--- src/rtl/image_mode_sequencer_pkg.sv ---
// Shared types for the image mode sequencer: pipeline modes, sequencer states
// and the mode-to-pipeline-control mapping.
package img_ctrl_pkg;

    typedef enum logic [1:0] {
        MODE_GRAY  = 2'd0,
        MODE_HEDGE = 2'd1,
        MODE_VEDGE = 2'd2
    } mode_e;

    typedef enum logic [1:0] {
        RUN   = 2'd0,
        PEND  = 2'd1,
        FLUSH = 2'd2
    } seq_state_e;

    // Plain-vector state codes so the state register stays a logic vector.
    localparam logic [1:0] ST_RUN   = RUN;
    localparam logic [1:0] ST_PEND  = PEND;
    localparam logic [1:0] ST_FLUSH = FLUSH;

    localparam logic [1:0] SW_ILLEGAL = 2'd3;

    // Returns {grayscale_cs, h_edgeDetect}.
    function automatic logic [1:0] mode_to_ctrl(input mode_e mode);
        case (mode)
            MODE_HEDGE: return 2'b11;
            MODE_VEDGE: return 2'b10;
            default:    return 2'b00;
        endcase
    endfunction

endpackage

--- src/rtl/image_mode_sequencer_if.sv ---
// Camera timing, user controls and pipeline mode outputs of the image mode sequencer.
interface image_mode_sequencer_if #(
    parameter int FRAME_CNT_W = 16
);
    logic                   iFVAL;
    logic                   iLVAL;
    logic [1:0]             iSW_mode;
    logic                   iKEY_apply;
    logic                   grayscale_cs;
    logic                   h_edgeDetect;
    logic                   oBlank;
    logic                   oBusy;
    logic                   oReq_err;
    logic [FRAME_CNT_W-1:0] oFrame_cnt;

    modport master (
        output iFVAL, iLVAL, iSW_mode, iKEY_apply,
        input  grayscale_cs, h_edgeDetect, oBlank, oBusy, oReq_err, oFrame_cnt
    );

    modport slave (
        input  iFVAL, iLVAL, iSW_mode, iKEY_apply,
        output grayscale_cs, h_edgeDetect, oBlank, oBusy, oReq_err, oFrame_cnt
    );
endinterface

--- src/rtl/image_mode_sequencer_key_conditioner.sv ---
// Turns the asynchronous active-low apply key into a one-cycle press pulse.
// Define KEY_DEBOUNCE_EN to require DEBOUNCE_CYCLES stable-low cycles per press.
module key_conditioner #(
    parameter int DEBOUNCE_CYCLES = 50000
) (
    input  logic clk,
    input  logic rst,
    input  logic key_n,
    output logic press
);

    logic sync1_q;
    logic sync2_q;
    logic press_q;
    logic press_d;

    always_ff @(posedge clk) begin
        if (rst) begin
            sync1_q <= 1'b1;
            sync2_q <= 1'b1;
            press_q <= 1'b0;
        end else begin
            sync1_q <= key_n;
            sync2_q <= sync1_q;
            press_q <= press_d;
        end
    end

`ifdef KEY_DEBOUNCE_EN
    localparam int CNT_W = $clog2(DEBOUNCE_CYCLES + 1);
    localparam logic [CNT_W-1:0] CNT_LAST = CNT_W'(DEBOUNCE_CYCLES - 1);

    logic [CNT_W-1:0] cnt_q;
    logic [CNT_W-1:0] cnt_d;
    logic             armed_q;
    logic             armed_d;

    // One pulse on the last of DEBOUNCE_CYCLES low cycles; re-armed only by a release.
    always_comb begin
        cnt_d   = cnt_q;
        armed_d = armed_q;
        press_d = 1'b0;
        if (sync2_q) begin
            cnt_d   = '0;
            armed_d = 1'b1;
        end else if (armed_q) begin
            if (cnt_q == CNT_LAST) begin
                press_d = 1'b1;
                armed_d = 1'b0;
            end else begin
                cnt_d = cnt_q + CNT_W'(1);
            end
        end
    end

    always_ff @(posedge clk) begin
        if (rst) begin
            cnt_q   <= '0;
            armed_q <= 1'b1;
        end else begin
            cnt_q   <= cnt_d;
            armed_q <= armed_d;
        end
    end
`else
    logic prev_q;

    always_comb begin
        press_d = prev_q & ~sync2_q;
    end

    always_ff @(posedge clk) begin
        if (rst) begin
            prev_q <= 1'b1;
        end else begin
            prev_q <= sync2_q;
        end
    end

    // DEBOUNCE_CYCLES has no effect without the debounce counter.
    if (DEBOUNCE_CYCLES < 1) begin : g_debounce_unused
    end
`endif

    assign press = press_q;

endmodule

--- src/rtl/image_mode_sequencer.sv ---
// Frame-synchronous mode sequencer for the grayscale/Sobel pipeline.
// Build option KEY_DEBOUNCE_EN enables the apply-key debounce in key_conditioner.
module image_mode_sequencer
    import img_ctrl_pkg::*;
#(
    parameter int FLUSH_LINES     = 2,
    parameter int DEBOUNCE_CYCLES = 50000,
    parameter int FRAME_CNT_W     = 16
) (
    input  logic                  iCLK,
    input  logic                  iRST,
    image_mode_sequencer_if.slave bus
);

    localparam logic [3:0] LAST_LINE = 4'(FLUSH_LINES - 1);

    logic                   press;
    logic                   fval_q, fval_prev_q;
    logic                   lval_q, lval_prev_q;
    logic                   frame_start, line_end;
    logic                   req_legal;
    mode_e                  req_mode;

    logic [1:0]             state_q, state_d;
    mode_e                  active_q, active_d;
    mode_e                  pend_q, pend_d;
    logic                   pend_vld_q, pend_vld_d;
    logic [3:0]             line_cnt_q, line_cnt_d;
    logic [FRAME_CNT_W-1:0] frame_cnt_q, frame_cnt_d;
    logic [1:0]             ctrl_q, ctrl_d;
    logic                   blank_q, blank_d;
    logic                   busy_q, busy_d;
    logic                   req_err_q, req_err_d;

    key_conditioner #(
        .DEBOUNCE_CYCLES(DEBOUNCE_CYCLES)
    ) u_key_conditioner (
        .clk   (iCLK),
        .rst   (iRST),
        .key_n (bus.iKEY_apply),
        .press (press)
    );

    always_comb begin
        frame_start = fval_q & ~fval_prev_q;
        line_end    = lval_prev_q & ~lval_q;
        req_legal   = press & (bus.iSW_mode != SW_ILLEGAL);
        req_mode    = mode_e'(bus.iSW_mode);
    end

    // A commit always takes the pending value held before any same-cycle press.
    always_comb begin
        state_d     = state_q;
        active_d    = active_q;
        pend_d      = pend_q;
        pend_vld_d  = pend_vld_q;
        line_cnt_d  = line_cnt_q;
        frame_cnt_d = frame_start ? frame_cnt_q + FRAME_CNT_W'(1) : frame_cnt_q;
        req_err_d   = press & (bus.iSW_mode == SW_ILLEGAL);

        case (state_q)
            ST_RUN: begin
                if (req_legal && (req_mode != active_q)) begin
                    pend_d  = req_mode;
                    state_d = ST_PEND;
                end
            end
            ST_PEND: begin
                if (frame_start) begin
                    active_d   = pend_q;
                    line_cnt_d = '0;
                    state_d    = ST_FLUSH;
                    pend_vld_d = req_legal;
                    if (req_legal) begin
                        pend_d = req_mode;
                    end
                end else if (req_legal) begin
                    if (req_mode == active_q) begin
                        state_d = ST_RUN;
                    end else begin
                        pend_d = req_mode;
                    end
                end
            end
            ST_FLUSH: begin
                if (req_legal) begin
                    pend_d     = req_mode;
                    pend_vld_d = 1'b1;
                end
                if (frame_start) begin
                    line_cnt_d = '0;
                    if (pend_vld_q) begin
                        active_d   = pend_q;
                        pend_vld_d = req_legal;
                    end
                end else if (line_end) begin
                    if (line_cnt_q == LAST_LINE) begin
                        state_d    = (pend_vld_q || req_legal) ? ST_PEND : ST_RUN;
                        pend_vld_d = 1'b0;
                    end else if (line_cnt_q != 4'hF) begin
                        line_cnt_d = line_cnt_q + 4'd1;
                    end
                end
            end
            default: begin
                state_d = ST_FLUSH;
            end
        endcase

        ctrl_d  = mode_to_ctrl(active_d);
        blank_d = (state_d == ST_FLUSH);
        busy_d  = (state_d != ST_RUN);
    end

    always_ff @(posedge iCLK) begin
        if (iRST) begin
            fval_q      <= 1'b0;
            fval_prev_q <= 1'b0;
            lval_q      <= 1'b0;
            lval_prev_q <= 1'b0;
            state_q     <= ST_FLUSH;
            active_q    <= MODE_GRAY;
            pend_q      <= MODE_GRAY;
            pend_vld_q  <= 1'b0;
            line_cnt_q  <= '0;
            frame_cnt_q <= '0;
            ctrl_q      <= 2'b00;
            blank_q     <= 1'b1;
            busy_q      <= 1'b1;
            req_err_q   <= 1'b0;
        end else begin
            fval_q      <= bus.iFVAL;
            fval_prev_q <= fval_q;
            lval_q      <= bus.iLVAL;
            lval_prev_q <= lval_q;
            state_q     <= state_d;
            active_q    <= active_d;
            pend_q      <= pend_d;
            pend_vld_q  <= pend_vld_d;
            line_cnt_q  <= line_cnt_d;
            frame_cnt_q <= frame_cnt_d;
            ctrl_q      <= ctrl_d;
            blank_q     <= blank_d;
            busy_q      <= busy_d;
            req_err_q   <= req_err_d;
        end
    end

    assign bus.grayscale_cs = ctrl_q[1];
    assign bus.h_edgeDetect = ctrl_q[0];
    assign bus.oBlank       = blank_q;
    assign bus.oBusy        = busy_q;
    assign bus.oReq_err     = req_err_q;
    assign bus.oFrame_cnt   = frame_cnt_q;

endmodule

--- src/flat_wrapper.sv ---
// flat-port wrapper written by rule: the top's interface ports become plain ports
module image_mode_sequencer_flat import img_ctrl_pkg::*;
#(
    parameter int FLUSH_LINES     = 2,
    parameter int DEBOUNCE_CYCLES = 50000,
    parameter int FRAME_CNT_W     = 16
)
  (iCLK, iRST, bus_iFVAL, bus_iLVAL, bus_iSW_mode, bus_iKEY_apply, bus_grayscale_cs, bus_h_edgeDetect, bus_oBlank, bus_oBusy, bus_oReq_err, bus_oFrame_cnt);
  image_mode_sequencer_if #(.FRAME_CNT_W(FRAME_CNT_W)) bus_i ();
  input  logic iCLK;
  input  logic iRST;
  input wire logic [$bits(bus_i.iFVAL)-1:0] bus_iFVAL;
  input wire logic [$bits(bus_i.iLVAL)-1:0] bus_iLVAL;
  input wire logic [$bits(bus_i.iSW_mode)-1:0] bus_iSW_mode;
  input wire logic [$bits(bus_i.iKEY_apply)-1:0] bus_iKEY_apply;
  output wire logic [$bits(bus_i.grayscale_cs)-1:0] bus_grayscale_cs;
  output wire logic [$bits(bus_i.h_edgeDetect)-1:0] bus_h_edgeDetect;
  output wire logic [$bits(bus_i.oBlank)-1:0] bus_oBlank;
  output wire logic [$bits(bus_i.oBusy)-1:0] bus_oBusy;
  output wire logic [$bits(bus_i.oReq_err)-1:0] bus_oReq_err;
  output wire logic [$bits(bus_i.oFrame_cnt)-1:0] bus_oFrame_cnt;
  assign bus_i.iFVAL = bus_iFVAL;
  assign bus_i.iLVAL = bus_iLVAL;
  assign bus_i.iSW_mode = bus_iSW_mode;
  assign bus_i.iKEY_apply = bus_iKEY_apply;
  assign bus_grayscale_cs = bus_i.grayscale_cs;
  assign bus_h_edgeDetect = bus_i.h_edgeDetect;
  assign bus_oBlank = bus_i.oBlank;
  assign bus_oBusy = bus_i.oBusy;
  assign bus_oReq_err = bus_i.oReq_err;
  assign bus_oFrame_cnt = bus_i.oFrame_cnt;
  image_mode_sequencer #(.FLUSH_LINES(FLUSH_LINES), .DEBOUNCE_CYCLES(DEBOUNCE_CYCLES), .FRAME_CNT_W(FRAME_CNT_W)) u_core (.iCLK(iCLK), .iRST(iRST), .bus(bus_i));
endmodule
--- config.mk ---
export PLATFORM = sky130hd
export DESIGN_NAME = image_mode_sequencer_flat
export DESIGN_NICKNAME = d
export VERILOG_FILES = /design/src/rtl/image_mode_sequencer_pkg.sv /design/src/rtl/image_mode_sequencer_if.sv /design/src/rtl/image_mode_sequencer_key_conditioner.sv /design/src/rtl/image_mode_sequencer.sv /design/src/flat_wrapper.sv
export SDC_FILE = /design/constraint.sdc
export NUM_CORES = 1
export LEC_CHECK = 0
export CORE_UTILIZATION = 48
export DETAILED_ROUTE_END_ITERATION = 6
export PLACE_DENSITY = 0.74
export SLEW_MARGIN = 20
export SYNTH_ARGS = -nofsm -noshare
export SYNTH_HDL_FRONTEND = slang
export SYNTH_SLANG_ARGS = --single-unit
--- constraint.sdc ---
create_clock -name iCLK -period 1.6 [get_ports iCLK]
set_input_delay 0.16 -clock iCLK [delete_from_list [all_inputs] [get_ports iCLK]]
set_output_delay 0.16 -clock iCLK [all_outputs]
set_load 0.01 [all_outputs]
# Word level (Yosys, flattened, before mapping)
# Index checks and enable logic that the tools add are counted.
# classes
add_sub_neg	2
n_eq_ne	18
muxes	33
bitwise_logic	8
n_reduce_logical	9
# ops
cell	count
$mux 2	15
$mux 4	5
$add 16x1->16 const B	1
$pmux 2 s3	2
$ne 3x1->1 const B	3
$eq 2x2->1 const B	4
$pmux 2 s2	2
$pmux 4 s2	1
$mux 1	7
$ne 3x2->1 const B	2
$and 1x1->1	5
$reduce_and 5->1	1
$add 4x1->4 const B	1
$eq 2x1->1 const B	2
$eq 4x1->1 const B	1
$ne 2x1->1 const B	2
$ne 4x4->1 const B	1
$reduce_and 4->1	1
$reduce_bool 2->1	2
$not 1->1	3
$reduce_bool 3->1	1
$eq 2x2->1	1
$logic_not 2->1	1
$ne 2x2->1	1
other kinds (5)	5
# word_totals
regBits	40
in_bits	7
output_inout_bits	21
word_cells	88

# Longest topological paths before layout
# depth
ltp_word	9
ltp_mapped	8

# Modules after synthesis
# A second synthesis with hierarchy kept.
# hier_totals
hier_cells	222
area_unflattened_um2	1963.1
# modules_own_cells
module	n_inst	cells_per_inst	area_each_um2
image_mode_sequencer	1	214	1856.8
key_conditioner	1	8	106.4

# Worst setup path after synthesis
# Ideal clock, no wire load.
# synth_timing
kind	register -> register
from	reg u_core.state_q[1]
to	reg u_core.ctrl_q[1]
setup_time_ns	0.067
t_arrival_ns	1.649
path_slack_ns	-0.115
path_stages_with_launch	9
path_buffers	1
path_cell_list	dfxtp_1 inv_1 ha_1 clkbuf_1 nor2_1 o21ai_0 a22o_1 ha_1 nor2_1
# synth_between
elab_chain_cells	4
# synth_rtl
element	line_no	source
start, declared	image_mode_sequencer.sv:24	logic [1:0] state_q, state_d;
start signal, assigned	image_mode_sequencer.sv:136	state_q <= state_d;
$eq 2x2->1 or $eq 2x1->1 (tied branches)	image_mode_sequencer.sv:61	case (state_q)
$pmux 2 s2 (*)	image_mode_sequencer.sv:61	
via u_core.active_d[0]	image_mode_sequencer.sv:25	mode_e active_q, active_d;
$eq 2x2->1 or $eq 2x1->1 (tied branches)	image_mode_sequencer_pkg.sv:26	case (mode)
$pmux 2 s2 (*)	image_mode_sequencer_pkg.sv:26	
end signal, assigned	image_mode_sequencer.sv:142	ctrl_q <= ctrl_d;
end, declared	image_mode_sequencer.sv:30	logic [1:0] ctrl_q, ctrl_d;
# The timed path passes the listed nets; every way through them passes the cells marked *.
# A chain may end at the register's enable or synchronous reset.

# Worst setup path after layout
# layout_timing
from	reg u_core.line_cnt_q[1]
to	reg u_core.busy_q, in the netlist u_core.bus.oBusy
# layout_between
elab_chain_cells	6
# layout_rtl
element	line_no	source
start, declared	image_mode_sequencer.sv:28	logic [3:0] line_cnt_q, line_cnt_d;
start signal, assigned	image_mode_sequencer.sv:140	line_cnt_q <= line_cnt_d;
$eq 4x1->1	image_mode_sequencer.sv:97	if (line_cnt_q == LAST_LINE) begin
$mux 2	image_mode_sequencer.sv:97	
$mux 2	image_mode_sequencer.sv:96	end else if (line_end) begin
$mux 2	image_mode_sequencer.sv:90	if (frame_start) begin
$pmux 2 s3	image_mode_sequencer.sv:61	
$reduce_bool 2->1	image_mode_sequencer.sv:112	busy_d = (state_d != ST_RUN);
end signal, assigned	image_mode_sequencer.sv:144	busy_q <= busy_d;
end, declared	image_mode_sequencer.sv:32	logic busy_q, busy_d;
# No other way between the ends.

==> metrics.md <==
| Metric | Value |
|---|---|
| WHS | between 0.2 and 0.3 ns |
| Slew Viols, Final | 0 |
| Fill count | approximately 280 |
| Worst Path Buf+Inv | 2 |
| Diode count | 0 |
| Post-route cell area | between 2000 and 3000 um2 |
| Starting Density | 0.497 |
| Post-detail-place hpwl | about 3200 um |
| TritonCTS buffer count | 5 |
| Final Skew | 0.00947 ns |
| Crit. End Element | flip-flop |
| Combinational Power Share | 0.202 |
| Setup slack after layout | -0.134 ns |
| Synth cell types | 52 |
| Power Density | slightly below 800 nW/um2 |
| Num rows | 23 |
| Core footprint | 4000 um2 |
| Clk slew on worst S/H paths | approximately 0.09 ns |
| Number of flops mapped to enable cells by yosys | 0 |
| P_int | roughly 1700 uW |
| Worst Setup Path Type | flip-flop to flip-flop |
| Area leader, netlist | dfxtp_1 |
| Switching pwr | between 600 and 700 uW |
| Chip width | 66.4 um |
| Yosys Warn Count | 0 |
| Least-Margin Pin Slew | between 0.3 and 0.4 ns |
| Slowest stage cell on the critical path | or3b_1 |
| Mapped Nets | around 250 |
| Seq pwr share | 0.446 |
| GRT overflow | 0 |
| Initial antenna violation count | 0 |
| Status | complete, but fails checks |
| # DRC | 0 |
| Clock network power share | 0.353 |
| Wirelength per Cell | between 10 and 15 um |
| Vias/cell | between 5 and 6 |
| Setup TNS | -0.326 ns |
| Clk sink count | 40 |
| Top cells by count, synth | dfxtp_1, nor2_1, a21oi_1 |
| Leak | ~0.0012 uW |
| Max-cap viol count | 0 |
| Vias | around 1900 |
| Post-synth top flop | dfxtp_1 |
| Gr usage total | 0.224 |
| Layout Nets | around 320 |
| Synth top area share | 0.403 |
| Critical Path RT | about 1.8 ns |
| CP arrival | about 1.9 ns |
| Async set-reset flop share out of synthesis | 0 |
| H-Tree Level Count | 2 |
| Class of the worst hold path | input pin to flip-flop |
| CTS tree | yes |
| Finished Layout Cells | roughly 360 |
| First-pass GRT wire length | ~7600 um |
| Detail Route Antenna Nets | 0 |
| Dpl cell area | between 2000 and 3000 um2 |
| Syn Area/Cell | 8.57 um2 |
| Die area | 4400 um2 |
| FF-to-FF End | u_core.bus.oBusy |
| Worst slack, placed | -0.343 ns |
| Die height | 66.4 um |
| Clock Latency Late Sink | around 0.30 ns |
| CP delay by family, top | simple AND/OR/NAND/NOR gates |
| Worst path max stage delay | roughly 0.35 ns |
| Worst Path Max Fanout | 2 |
| Drt pass-1 iters | 4 |
| Number of port buffers | 27 |
| Vias in the first global route | roughly 1800 |
| Max Clk Rate | 577 MHz |
| Placed Cells | ~340 |
| Sequential area share after synthesis | 0.403 |
| Iteration-0 DRC count of the detailed router | 64 |
| Worst Hold Path EP | u_core.bus.oReq_err |
| Hold path cells | 2 |
| Hold_sp | bus_iSW_mode[0] |
| RSZ-0062 raised after global routing | true |
| Peak VDD IR | between 0.6 and 0.7 mV |
| Hold buffers post-CTS | 0 |
| Share of post-route cells with drive strength above 1 | 0.359 |
| CP Cell Sequence | inv_2 > ha_4 > nor3b_4 > a41oi_2 > buf_4 > o21a_1 > or3b_1 |
| Clock buffer depth | 2 |
| CP Launch Type | flip-flop |
| Final setup viols | 4 |
| Post-Syn Area | around 2000 um2 |
| Cell with the most instances after synthesis | dfxtp_1 |
| R2r setup slk | -0.13 ns |
| Relative slew slack | 0.778 |
| Tmin final | ~1.7 ns |
| Tcrit/Tclk final | 1.08 |
| CTS root buf | clkbuf_8 |
| Routed WL | 4910 um |
| Sw frac | 0.263 |
| Hold Fails Final Rpt | 0 |
| Failing checks | negative setup slack |
| Top-Level Pins | 28 |
| Area delta synth->final | 49.9% |
| Ranking of synthesized cells by area | dfxtp_1, nor2_1, ha_1, a21oi_1, xor2_1 |
| Cells after Synth | 232 |
| Final RePlAce weighted congestion | between 0.8 and 0.9 |
| Critical R2R Launch | u_core.line_cnt_q[1] |
| Seq cells post-synth | 40 |
| Pin count of the biggest net entering global routing | 34 |
| Reg2Reg Depth | 7 |
## worst register-to-register path, stage by stage, from the launching register on
cell and delay (ns):
dfxtp_2 0.33, inv_2 0.05, ha_4 0.12, nor3b_4 0.22
a41oi_2 0.20, buf_4 0.19, o21a_1 0.17, or3b_1 0.35
## registers in the layout (all words and copies together) (netlist names), 2 cells and up
signal / count
u_core.active_q: 2
u_core.bus.oFrame_cnt: 16
u_core.ctrl_q: 2
u_core.line_cnt_q: 4
u_core.pend_q: 2
u_core.state_q: 2
## worst max-delay path by stage
stage / endpoint / depth (start not counted) / startpoint / slack, ns
CTS: u_core.bus.oBusy / 7 / u_core.line_cnt_q[1] / -0.10
finish: u_core.bus.oBusy / 7 / u_core.line_cnt_q[1] / -0.13
detailed placement: u_core.bus.oBusy / 6 / bus_iSW_mode[1] / -0.34
global route: u_core.bus.oBusy / 7 / u_core.line_cnt_q[1] / -0.20
floorplan: u_core.ctrl_q[1] / 8 / u_core.state_q[1] / -0.007
global placement: u_core.bus.oBusy / 6 / bus_iSW_mode[1] / -0.29
## metal layers
layer / track usage / vias up / part of all wire
met2: 0.381 / 42 / 0.49
met1: 0.272 / 872 / 0.47
met4: 0.0771 / 0 / 0.011
li1: - / 949 / -
met5: 0 / - / 0
met3: 0.0534 / 6 / 0.036
## cell families (layout without fill, tap and decap cells)
| kind of cell | after synthesis | count (layout) | synth area share |
|---|---|---|---|
| compound gates | 49 | 49 | 0.165 |
| xor+xnor | 15 | 15 | 0.0661 |
| buf+inv | 24 | 101 | 0.0573 |
| fa+ha+maj | 8 | 8 | 0.0503 |
| flops | 40 | 40 | 0.403 |
| simple gates | 96 | 96 | 0.259 |
## power groups by stage
stage	Sequential [uW]	Clock [uW]	Combinational [uW]
floorplan	1080	0	209
global placement	1070	0	368
detailed placement	1070	0	372
CTS	1050	844	408
global route	1060	882	506
finish	1050	833	476
## metrics by stage
step	power (uW)	util
after floorplan	1290	-
after global placement	1440	0.654
after detailed placement	1440	0.654
after CTS	2300	0.705
after global routing	2440	0.745
final	2360	0.745
## area by class of cell
type,instances,area [um2],share of cell area
Clock inverter,3,42.5,0.0143
Clock buffer,5,68.8,0.0231
Tap cell,50,62.6,0.0210
Sequential cell,40,811,0.272
Timing Repair Buffer,78,677,0.227
Multi-Input combinational cell,168,1260,0.422
Inverter,15,61.3,0.0206
## cell usage in the layout (no fill, tap or decap), types with 4 or more instances in the layout
| cell type | n |
|---|---|
| o21ai_0 | 8 |
| inv_2 | 5 |
| dfxtp_1 | 34 |
| buf_4 | 46 |
| nor2_1 | 27 |
| buf_6 | 5 |
| and3_1 | 4 |
| nand2_1 | 12 |
| nor3_1 | 4 |
| nand2b_1 | 5 |
| nor2b_1 | 7 |
| dfxtp_2 | 5 |
| xor2_1 | 8 |
| nand3_1 | 8 |
| xnor2_1 | 7 |
| clkdlybuf4s50_1 | 25 |
| inv_1 | 8 |
| clkbuf_8 | 5 |
| a21oi_1 | 14 |
## what timing repair did
action	in CTS	in global routing
pin swaps	4	8
endpoints found under the setup margin	6	17
buffers inserted	1	8
gates resized for setup	16	28
(Power assumes the default switching activity.)
